**src/rtl/button_conditioner.sv**
```systemverilog
// button_conditioner: per-channel synchronise, debounce and press/release/long-press classification
module button_conditioner #(
  parameter int NUM_BTN = 2,
  parameter int DEBOUNCE_CYCLES = 120_000,
  parameter int LONG_PRESS_CYCLES = 24_000_000
) (
  input  logic               clock,
  input  logic               reset,
  input  logic [NUM_BTN-1:0] btn_raw,
  output logic [NUM_BTN-1:0] btn_level,
  output logic [NUM_BTN-1:0] btn_press,
  output logic [NUM_BTN-1:0] btn_release,
  output logic [NUM_BTN-1:0] btn_long,
  output logic [NUM_BTN-1:0] btn_held_long
);
  localparam int DW = $clog2(DEBOUNCE_CYCLES + 1);
  localparam int HW = $clog2(LONG_PRESS_CYCLES + 1);
  localparam logic [DW-1:0] D_MAX = DW'(DEBOUNCE_CYCLES);
  localparam logic [HW-1:0] H_LAST = HW'(LONG_PRESS_CYCLES - 1);
  typedef enum logic [2:0] {IDLE, PRESS_WAIT, PRESSED, LONG_HELD, RELEASE_WAIT} state_t;
  logic [NUM_BTN-1:0] s1, s2;
  always_ff @(posedge clock) begin
    s1 <= reset ? '0 : btn_raw;
    s2 <= reset ? '0 : s1;
  end
  for (genvar c = 0; c < NUM_BTN; c++) begin : g_ch
    state_t state, state_n;
    logic [DW-1:0] dcnt, dcnt_n;
    logic [HW-1:0] hcnt, hcnt_n;
    logic level, press, rel, lng, held;
    logic level_n, press_n, rel_n, lng_n, held_n;
    always_ff @(posedge clock) begin
      if (reset) begin
        state <= IDLE;
        dcnt  <= '0;
        hcnt  <= '0;
        level <= 1'b0;
        press <= 1'b0;
        rel   <= 1'b0;
        lng   <= 1'b0;
        held  <= 1'b0;
      end else begin
        state <= state_n;
        dcnt  <= dcnt_n;
        hcnt  <= hcnt_n;
        level <= level_n;
        press <= press_n;
        rel   <= rel_n;
        lng   <= lng_n;
        held  <= held_n;
      end
    end
    always_comb begin
      state_n = state;
      dcnt_n  = dcnt;
      hcnt_n  = hcnt;
      level_n = level;
      press_n = 1'b0;
      rel_n   = 1'b0;
      lng_n   = 1'b0;
      held_n  = held;
      case (state)
        IDLE: begin
          if (s2[c]) begin
            state_n = PRESS_WAIT;
            dcnt_n  = DW'(1);
          end
        end
        PRESS_WAIT: begin
          if (!s2[c]) begin
            state_n = IDLE;
            dcnt_n  = '0;
          end else if (dcnt == D_MAX) begin
            state_n = PRESSED;
            level_n = 1'b1;
            press_n = 1'b1;
            hcnt_n  = '0;
            dcnt_n  = '0;
          end else begin
            dcnt_n = dcnt + DW'(1);
          end
        end
        PRESSED: begin
          if (hcnt == H_LAST) begin
            state_n = LONG_HELD;
            lng_n   = 1'b1;
            held_n  = 1'b1;
            hcnt_n  = hcnt + HW'(1);
          end else if (!s2[c]) begin
            state_n = RELEASE_WAIT;
            dcnt_n  = DW'(1);
          end else begin
            hcnt_n = hcnt + HW'(1);
          end
        end
        LONG_HELD: begin
          if (!s2[c]) begin
            state_n = RELEASE_WAIT;
            dcnt_n  = DW'(1);
          end
        end
        RELEASE_WAIT: begin
          if (s2[c]) begin
            state_n = held ? LONG_HELD : PRESSED;
            dcnt_n  = '0;
          end else if (dcnt == D_MAX) begin
            state_n = IDLE;
            level_n = 1'b0;
            rel_n   = 1'b1;
            held_n  = 1'b0;
            dcnt_n  = '0;
          end else begin
            dcnt_n = dcnt + DW'(1);
          end
        end
        default: state_n = IDLE;
      endcase
    end
    assign btn_level[c]     = level;
    assign btn_press[c]     = press;
    assign btn_release[c]   = rel;
    assign btn_long[c]      = lng;
    assign btn_held_long[c] = held;
  end
endmodule

```
**config.mk**
```make
export PLATFORM = sky130hd
export DESIGN_NAME = button_conditioner
export DESIGN_NICKNAME = d
export VERILOG_FILES = /design/src/rtl/button_conditioner.sv
export SDC_FILE = /design/constraint.sdc
export NUM_CORES = 1
export LEC_CHECK = 0
export ABC_AREA = 1
export CORE_MARGIN = 2
export CORE_UTILIZATION = 46
export CTS_CLUSTER_DIAMETER = 120
export DETAILED_ROUTE_END_ITERATION = 16
export GPL_TIMING_DRIVEN = 0
export HOLD_SLACK_MARGIN = 0.12
export PLACE_DENSITY = 0.74
export SYNTH_ARGS = -nofsm -noshare
export SYNTH_HDL_FRONTEND = slang
export SYNTH_SLANG_ARGS = --single-unit
```
**constraint.sdc**
```tcl
create_clock -name clock -period 1.9 [get_ports clock]
set_input_delay 0.19 -clock clock [delete_from_list [all_inputs] [get_ports clock]]
set_output_delay 0.19 -clock clock [all_outputs]
set_load 0.1 [all_outputs]
```
==> flow_metrics.py <==
metrics = {
    "floorplan": {
        "die_footprint_um2": 16300,
        "design.core.area_um2": 15000,
        "std_cell_rows": 45,
        "io_pins": 14,
        "chipHeight_um": 128,
        "die-width_um": 128,
        "floorplan.initialDensity": 0.467,
    },
    "synthesis": {
        "synth_area_um2": 7020,
        "yosysMostFrequentCell": "sky130_fd_sc_hd__nand2_1",
        "number_of_enable_type_register_cells_in_the_synthesized_netlist": 0,
        "synthXorXnorAreaFrac": 0.0300,
        "ys.warnings.count": 0,
        "synth_seq_cells": 104,
        "post_synth.cell_area_avg_um2": 6.06,
        "synthDominantAreaCellType": "sky130_fd_sc_hd__dfxtp_1",
        "cell_types_with_the_highest_counts_after_synthesis": "362 x sky130_fd_sc_hd__nand2_1, 212 x sky130_fd_sc_hd__nor2_1, 104 x sky130_fd_sc_hd__dfxtp_1",
        "synth_top_flop_cell": "sky130_fd_sc_hd__dfxtp_1",
        "synth_top_family_by_area": "simple AND/OR/NAND/NOR gates",
        "post_synth_fa_ha_maj_area_fraction": 0.0107,
        "synth_top_area_share": 0.297,
        "syn_inst": 1158,
        "post_synth_and_or_nand_nor_area_fraction": 0.468,
        "async_flop_share": 0,
        "synth_cell_types": 46,
        "synth-compound-area-share": 0.0931,
        "portion_of_the_post_synthesis_area_used_by_sequential_elements": 0.297,
        "mappedNetlistNets": 1168,
        "portion_of_netlist_area_occupied_by_mux_cells": 0,
        "synth.area.top_cells": "sky130_fd_sc_hd__dfxtp_1 30%, sky130_fd_sc_hd__nand2_1 19%, sky130_fd_sc_hd__nor2_1 11%",
    },
    "clocking": {
        "cts.sink_count": 104,
        "ctsHtreeMaxLevel": 3,
        "root_buffer": "sky130_fd_sc_hd__clkbuf_16",
        "cts-buffers-inserted": 9,
        "clock_tree_from_tritoncts": "done",
        "cts_hold_buffers": 0,
        "cts.reportedPaths.clkPinSlew_ps": 70,
        "clock_tree.buffer_depth": 2,
        "clk_latency_ps": 360,
    },
    "worst_setup_path": {
        "critical_path.endpoint_type": "output pin",
        "worst-setup-path-type": "reg -> out",
        "worst_path_max_delay_cell": "sky130_fd_sc_hd__clkdlybuf4s15_1",
        "worstPathRequired_ps": 1710,
        "slowest_delay_ps": 810,
        "r2r_setup_slack_ps": 110,
        "crit_path_start_kind": "flip-flop",
        "critical_path_arrival_ps": 1660,
        "worstRegToRegCells": 11,
        "worst_r2r_endpoint": "g_ch[0].hcnt[24]",
        "crit_path_max_fanout": 3,
        "path_cells": "buf_4 > clkdlybuf4s15_1",
        "r2r-start": "g_ch[0].hcnt[1]",
    },
    "power": {
        "power.internal_mw": 3.55,
        "p_seq_frac": 0.476,
        "clock_power_share": 0.475,
        "finalPower_mw": 4.61,
        "power_per_cell_area_nw_per_um2": 582,
        "comb_power_share": 0.049,
        "total_leakage_power_nw": 2.72,
        "p_sw_frac": 0.230,
        "net_switching_power_mw": 1.06,
        "max-vdd-ir-drop_mv": 0.413,
    },
    "timing": {
        "fin_worst_hold_slack_ps": 342,
        "timing.clock.skew_ps": 8.58,
        "slew_viol_final": 0,
        "layout_min_cycle_time_ps": 1850,
        "worst-slew-pin-transition_ps": 983,
        "finalSetupViolCount": 0,
        "post_route_clock_period_utilization": 0.976,
        "setup_ws_ps": 46.2,
        "fmax_ghz": 0.539,
        "max_slew_margin": 0.347,
        "timing.final.hold_violations": 0,
    },
    "place": {
        "preCtsSetupSlack_ps": -360,
        "placedCellCount": 1358,
        "detailed_place_hpwl_um": 13000,
        "io_buffers": 12,
        "gpl.final_weighted_congestion": 0.943,
        "placed_area_um2": 7370,
    },
    "layout": {
        "area.growth.synth_to_final_pct": 12.9,
        "finish.cell_count_without_fillers": 1389,
        "layout-drive-gt1-share": 0.117,
        "finish.net_count": 1206,
        "design_area_um2": 7920,
        "fill_cells": 1486,
        "antenna-diode-count": 0,
    },
    "drt": {
        "antenna_violating_nets_post_route": 0,
        "remaining_drc_errors": 0,
        "initial_drt_pass_iterations": 5,
        "vias": 7214,
        "drt_wl_total_um": 17800,
        "avgViaCountPerCell": 5.19,
        "wl_per_cell_um": 12.8,
        "detailedRoute.firstIterationViolations": 560,
    },
    "global_routing": {
        "grt_first_pass_wirelength_um": 29600,
        "grt_antenna_before_repair": 0,
        "track_usage": 0.220,
        "grt_overflow": 0,
        "number_of_global_route_vias_before_repair": 6336,
        "maximum_number_of_pins_on_one_net_before_global_route_repair": 18,
    },
    "run_status": {
        "run_status": "complete, no violations",
    },
    "hold_path": {
        "hold_crit_endpoint": "s1[0]",
        "hold_start": "btn_raw[0]",
        "worstHoldPathType": "in -> reg",
        "hold_depth": 3,
    },
    "flow_run": {
        "cap_violations": 0,
    },
}
-- worst max path at each step --
stage / from / endpoint / cells past startpoint
6_report: g_ch[0].held / btn_held_long[0] / 2
5_1_grt: g_ch[1].dcnt[1] / g_ch[1].hcnt[11] / 12
4_1_cts: g_ch[0].held / btn_held_long[0] / 2
3_5_place_dp: g_ch[0].hcnt[0] / g_ch[0].hcnt[24] / 11
3_3_place_gp: g_ch[0].hcnt[0] / g_ch[0].hcnt[24] / 11
2_1_floorplan: g_ch[0].hcnt[0] / g_ch[0].hcnt[19] / 11
-- registers in the layout, summed over array words and instances, names as in the netlist --
signal / count
g_ch.state: 6
g_ch.lng: 2
g_ch.dcnt: 34
g_ch.hcnt: 50
s2: 2
g_ch.level: 2
g_ch.rel: 2
g_ch.held: 2
s1: 2
g_ch.press: 2
-- per-layer routing --
layer	part of all wire	global-route usage
met1	0.47	0.289
met3	0.045	0.0444
met2	0.47	0.372
met5	0	0
met4	0.013	0.0543
-- per-stage QoR --
step | setup TNS (ps) | utilization
4_1_cts | 0 | 0.515
5_1_grt | -61.9 | 0.527
2_1_floorplan | 0 | -
3_5_place_dp | -13170 | 0.490
3_3_place_gp | -11700 | 0.490
6_report | 0 | 0.527
-- area by class of cell --
class                           instances  area (µm²)  area share
Multi-Input combinational cell        898        4310       0.543
Timing Repair Buffer                   27         223      0.0281
Tap cell                              188         235      0.0297
Sequential cell                       104        2100       0.265
Inverter                              115         433      0.0546
Clock inverter                          6         116      0.0147
Clock buffer                           10         229      0.0289
Buffer                                 41         284      0.0358
-- cells by family (layout without fill, tap and decap cells) --
| kind of cell | Yosys count | in the layout |
|---|---|---|
| simple gates | 752 | 752 |
| buf+inv | 156 | 199 |
| compound gates | 116 | 116 |
| flops | 104 | 104 |
| xor+xnor | 24 | 24 |
| fa+ha+maj | 6 | 6 |
-- critical path, delay by kind of cell (launching register included) --
family | cells | cell delay, ps
buf+inv | 2 | 930
flops | 1 | 370
-- repair_timing --
action                     CTS  global route
setup endpoints to repair   75            79
pin swaps                    2             8
gates resized for setup     18            26
buffers inserted             2            13
-- power groups by stage --
stage | Combinational [mW] | Clock (mW) | Sequential, mW
6_report | 0.224 | 2.19 | 2.20
5_1_grt | 0.250 | 2.32 | 2.20
4_1_cts | 0.213 | 2.24 | 2.20
3_5_place_dp | 0.212 | 0 | 2.25
3_3_place_gp | 0.211 | 0 | 2.25
2_1_floorplan | 0.153 | 0 | 2.25
-- cells in the final DEF, fill, tap and decap left out, types with 10 or more instances in the layout --
cell type	count
sky130_fd_sc_hd__a21oi_1	76
sky130_fd_sc_hd__buf_4	25
sky130_fd_sc_hd__buf_6	10
sky130_fd_sc_hd__clkbuf_1	15
sky130_fd_sc_hd__dfxtp_1	95
sky130_fd_sc_hd__inv_1	99
sky130_fd_sc_hd__inv_2	15
sky130_fd_sc_hd__nand2_1	361
sky130_fd_sc_hd__nand3_1	81
sky130_fd_sc_hd__nand4_1	27
sky130_fd_sc_hd__nor2_1	209
sky130_fd_sc_hd__nor2_2	11
sky130_fd_sc_hd__nor3_1	17
sky130_fd_sc_hd__o21ai_0	17
sky130_fd_sc_hd__xor2_1	15
(Power assumes the default switching activity.)
